[src/rtl/mole_datapath.sv]
// Whack-a-mole game datapath: button conditioning, tick prescaler, game timer, score,
// and the gap/mole/wait phase sequencer that hands advance pulses back to the game FSM.
module mole_datapath #(
    parameter int unsigned TICK_DIV   = 50_000_000,
    parameter int unsigned GAP_TICKS  = 1,
    parameter int unsigned MOLE_TICKS = 2,
    parameter int unsigned GAME_TICKS = 60,
    parameter int unsigned WAIT_MAX   = 16
) (
    input  logic       clk,
    input  logic       reset,
    input  logic [3:0] state,
    input  logic [3:0] buttons,
    output logic       control_signal,
    output logic       timer_signal,
    output logic [3:0] mole_leds,
    output logic [7:0] score,
    output logic [7:0] time_left,
    output logic       hit_pulse,
    output logic       miss_pulse
);

    localparam int unsigned PW = (TICK_DIV > 1) ? $clog2(TICK_DIV) : 1;
    localparam int unsigned CW = 8;

    typedef enum logic [1:0] {PH_IDLE, PH_GAP, PH_UP, PH_WAIT} phase_t;

    logic [3:0]    sync1, sync2, btn_prev, btn_evt;
    logic [PW-1:0] pre_cnt;
    logic          in_play, tick;
    phase_t        phase, cur_phase;
    logic [3:0]    latched;
    logic [CW-1:0] wait_cnt, gap_cnt, mole_cnt;
    logic [CW-1:0] gap_base, mole_base, gap_next, mole_next;
    logic          timeout, active, keep, hit;
    logic [1:0]    mole_idx;

    // Two-flop synchronizer plus registered rising-edge detect
    always_ff @(posedge clk or posedge reset) begin
        if (reset) begin
            sync1    <= '0;
            sync2    <= '0;
            btn_prev <= '0;
            btn_evt  <= '0;
        end else begin
            sync1    <= buttons;
            sync2    <= sync1;
            btn_prev <= sync2;
            btn_evt  <= sync2 & ~btn_prev;
        end
    end

    // Game tick prescaler, parked at zero outside Game/Mole states
    always_comb begin
        in_play = (state >= 4'd1) && (state <= 4'd5);
        tick    = in_play && (pre_cnt == PW'(TICK_DIV - 1));
    end

    always_ff @(posedge clk or posedge reset) begin
        if (reset)
            pre_cnt <= '0;
        else if (!in_play || tick)
            pre_cnt <= '0;
        else
            pre_cnt <= pre_cnt + PW'(1);
    end

    // Phase selection; a WAIT timeout keeps the old counters so an expired condition re-fires
    always_comb begin
        cur_phase = PH_IDLE;
        case (state)
            4'd1:                      cur_phase = PH_GAP;
            4'd2, 4'd3, 4'd4, 4'd5:    cur_phase = PH_UP;
            default:                   cur_phase = PH_IDLE;
        endcase
        mole_idx  = 2'(state - 4'd2);
        timeout   = (phase == PH_WAIT) && (wait_cnt == CW'(WAIT_MAX - 1));
        active    = (phase != PH_WAIT) || (state != latched) || timeout;
        keep      = (phase == cur_phase) || timeout;
        gap_base  = keep ? gap_cnt : '0;
        mole_base = keep ? mole_cnt : '0;
        gap_next  = (tick && (gap_base < CW'(GAP_TICKS))) ? gap_base + CW'(1) : gap_base;
        mole_next = (tick && (mole_base < CW'(MOLE_TICKS))) ? mole_base + CW'(1) : mole_base;
        hit       = btn_evt[mole_idx];
    end

    always_ff @(posedge clk or posedge reset) begin
        if (reset) begin
            phase          <= PH_IDLE;
            latched        <= '0;
            wait_cnt       <= '0;
            gap_cnt        <= '0;
            mole_cnt       <= '0;
            control_signal <= 1'b0;
            timer_signal   <= 1'b0;
            mole_leds      <= '0;
            score          <= '0;
            time_left      <= 8'(GAME_TICKS);
            hit_pulse      <= 1'b0;
            miss_pulse     <= 1'b0;
        end else begin
            control_signal <= 1'b0;
            hit_pulse      <= 1'b0;
            miss_pulse     <= 1'b0;
            timer_signal   <= (state != 4'd0) && (time_left == 8'd0);

            if (state == 4'd0) begin
                time_left <= 8'(GAME_TICKS);
                score     <= '0;
            end else if (tick && (time_left != 8'd0)) begin
                time_left <= time_left - 8'd1;
            end

            if (!active) begin
                wait_cnt  <= wait_cnt + CW'(1);
                mole_leds <= '0;
            end else begin
                phase     <= cur_phase;
                gap_cnt   <= '0;
                mole_cnt  <= '0;
                wait_cnt  <= '0;
                mole_leds <= '0;
                case (cur_phase)
                    PH_GAP: begin
                        gap_cnt <= gap_next;
                        if ((gap_next >= CW'(GAP_TICKS)) && (time_left != 8'd0) && !control_signal) begin
                            control_signal <= 1'b1;
                            phase          <= PH_WAIT;
                            latched        <= state;
                        end
                    end
                    PH_UP: begin
                        mole_cnt  <= mole_next;
                        mole_leds <= 4'b0001 << mole_idx;
                        // Expired game beats hit, hit beats mole timeout
                        if (!control_signal) begin
                            if (time_left == 8'd0) begin
                                control_signal <= 1'b1;
                                phase          <= PH_WAIT;
                                latched        <= state;
                                mole_leds      <= '0;
                            end else if (hit) begin
                                score          <= (score == 8'hFF) ? score : score + 8'd1;
                                hit_pulse      <= 1'b1;
                                control_signal <= 1'b1;
                                phase          <= PH_WAIT;
                                latched        <= state;
                                mole_leds      <= '0;
                            end else if (mole_next >= CW'(MOLE_TICKS)) begin
                                miss_pulse     <= 1'b1;
                                control_signal <= 1'b1;
                                phase          <= PH_WAIT;
                                latched        <= state;
                                mole_leds      <= '0;
                            end
                        end
                    end
                    default: ;
                endcase
            end
        end
    end

endmodule

[config.mk]
export PLATFORM = sky130hd
export DESIGN_NAME = mole_datapath
export DESIGN_NICKNAME = d
export VERILOG_FILES = /design/src/rtl/mole_datapath.sv
export SDC_FILE = /design/constraint.sdc
export NUM_CORES = 1
export LEC_CHECK = 0
export CAP_MARGIN = 30
export CORE_ASPECT_RATIO = 1.25
export CORE_MARGIN = 2
export CORE_UTILIZATION = 65
export CTS_CLUSTER_SIZE = 8
export DETAILED_ROUTE_END_ITERATION = 6
export DONT_BUFFER_PORTS = 1
export GPL_TIMING_DRIVEN = 0
export PLACE_DENSITY = 0.81
export SYNTH_ARGS = -nofsm -noshare
export SYNTH_HDL_FRONTEND = slang
export SYNTH_SLANG_ARGS = --single-unit
[constraint.sdc]
create_clock -name clk -period 7.6 [get_ports clk]
set_input_delay 0.76 -clock clk [delete_from_list [all_inputs] [get_ports clk]]
set_output_delay 0.76 -clock clk [all_outputs]
set_load 0.02 [all_outputs]
==> metrics.yaml <==
synthesis:
  yosys.area.top_type: "dfrtp_1"
  ys_async_sr_fraction: 1.00
  ys_seq_elements: 96
  synth_edf_count: 0
  yosysTopAreaCellShare: 0.509
  synth.top_cells.by_count: "dfrtp_1, nor2_1, nand2_1, xor2_1, nand3_1"
  ys_seq_area_frac: 0.532
  yosysUniqueCellTypes: 59
  synth_nets: 455
  synth_ff_type: "dfrtp_1"
  syn_avg_cell_area_um2: 10.4
  synth_area_leaders: "dfrtp_1, nor2_1, xor2_1"
  syn_inst: 434
  synth.most_common_cell: "dfrtp_1"
  yosysWarnings: 0
  netlist_area_mm2: 0.00453
grt:
  met2_usage: 0.401
  grt_max_degree: 60
  grt_pass1_vias: 3247
  grt_pass1_wl_um: 14600
  busiest_layer: "met2"
  grt-ovfl-total: 0
  grt_usage: 0.241
  antenna_found_initial: 0
  grt_use_met1: 0.306
  grtUsageMet3: 0.0455
routing:
  totalWireLength_um: 8360
  vias: 3125
  drc: 0
  drt_iter0_drc: 189
  firstDrtPassIters: 4
  wl_per_cell_um: 15.4
  antenna_left: 0
  routed_via_density: 5.77
power:
  p_total_uw: 995
  p_leak_uw: 0.00217
  p_per_area_mw_per_mm2: 204
  ir_drop_uv: 155
setup_path:
  crit_path_max_fanout: 10
  worstSetupPathType: "primary input to register"
  worstPathArrival_ps: 4520
  cp.required_ps: 7870
  cp-end-kind: "register"
  critPathLaunchType: "primary input"
  reg2reg_slack_ps: 4270
layout:
  diodes: 0
  nets: 468
  syn2layout_area_growth_pct: 7.85
  final_area_mm2: 0.00488
  fillers: 487
  drive_gt1_frac: 0.104
sta:
  clock.fmax_mhz: 235
  period_minus_slack_ps: 4250
  worstMarginPinSlew_ps: 606
  final.setup_skew_ps: 8.38
  hold_viol: 0
  tns_ps: 0
  setup_viol: 0
  fin_crit_sh: 0.559
  final-max-slew-violation-count: 0
  rsz0062_at_grt: "no"
  slew_headroom: 0.592
cts:
  htreeDepth: 3
  clkSinkCount: 96
  postCtsSetupBuffers: 0
  cts_buffer_depth: 2
  cts_buffers: 9
  postCtsHoldBufs: 0
  cts_root_buf: "clkbuf_8"
  cts_tree: "yes"
  clock_latency_ps: 370
  clk_pin_slew_ps: 110
  ctsResizeCount: 0
floorplan:
  dieWidth_um: 78.6
  die_h_um: 97.3
  start_util: 0.661
  core_area_mm2: 0.00685
  core.rowCount: 34
  dieArea_mm2: 0.00765
  io_pins: 34
run_status:
  status: "completed"
place:
  place_congestion: 0.812
  place_hpwl_um: 6050
  portBuffers: 0
  placed_cell_area_mm2: 0.00467
run:
  drv_cap: 0
worst_hold_path:
  hold_class: "primary input to async pin"
==> sequential cells by signal, indices dropped and copies added, names as in the netlist, 8 cells and up <==
name	cells
pre_cnt	26
gap_cnt	8
mole_cnt	8
score	8
time_left	8
wait_cnt	8
==> area by class of cell <==
class / count / area, µm² / share of cell area
timing repair buffer: 2 / 32.5 / 0.00666
clock buffer: 9 / 124 / 0.0254
multi-input combinational: 306 / 1980 / 0.405
sequential: 96 / 2410 / 0.493
tap: 90 / 113 / 0.0231
buffer: 17 / 85.1 / 0.0174
clock inverter: 7 / 83.8 / 0.0172
inverter: 15 / 58.8 / 0.0120
==> placed cells by master (no fill, tap or decap), types with 5 or more instances in the layout <==
cell / n
dfrtp_1: 92
nor2_1: 60
nand2_1: 38
xor2_1: 25
nand3_1: 22
xnor2_1: 17
and2_1: 16
nor3_1: 14
inv_1: 13
ha_1: 11
clkbuf_1: 10
a21oi_1: 10
clkbuf_8: 9
nand4_1: 8
nor2b_1: 7
and3_1: 6
nor4_1: 6
buf_2: 5
or3_1: 5
==> worst max-delay path, cell delays in order <==
cell      delay [ps]
clkbuf_1         200
nor4b_2          560
inv_1            160
ha_1             270
or4_1            470
nand3_1          200
nand2_2          180
nand2_1          230
inv_1             80
ha_1             290
nor3_1           250
nand2_1          130
o311ai_4         390
mux2_4           340
==> metal layers <==
layer,share of wire,up-vias
met1,0.43,1513
li1,-,1529
met3,0.039,18
met5,0,-
met2,0.50,65
met4,0.023,0
==> worst paths after layout <==
check,start,end,cells past startpoint
min in group clk,sync1[3],sync2[3],0
hold / removal,reset,btn_prev[3],1
max in group asynchronous,reset,time_left[2],2
setup reg to reg,wait_cnt[5],latched[0],11
setup / recovery,state[3],latched[0],14
hold reg to reg,sync1[3],sync2[3],0
==> power by group <==
group          switching, µW  internal [µW]  total (µW)
clock network            208            133         341
logic                   49.7           37.4        87.1
registers               33.0            534         567
total                    290            705         995
==> metrics by stage <==
| stage | hold slack [ps] | cells | setup slack, ps | utilization |
|---|---|---|---|---|
| 4_1_cts | 273 | 542 | 3350 | 0.713 |
| 6_report | 264 | 542 | 3350 | 0.713 |
| 3_5_place_dp | 340 | 526 | 2970 | 0.682 |
| 2_1_floorplan | 331 | 434 | 3540 | - |
| 5_1_grt | 297 | 542 | 3080 | 0.713 |
| 3_3_place_gp | 333 | 524 | 3080 | 0.677 |
==> cells by family after synthesis <==
kind of cell	share of synthesized area
flip-flops	0.532
AND/OR/NAND/NOR	0.232
adder cells (fa/ha/maj)	0.0304
multiplexers	0.0205
buffers and inverters	0.0312
AO/OA/AOI/OAI	0.0732
XOR/XNOR	0.0813
(Power assumes the default switching activity.)
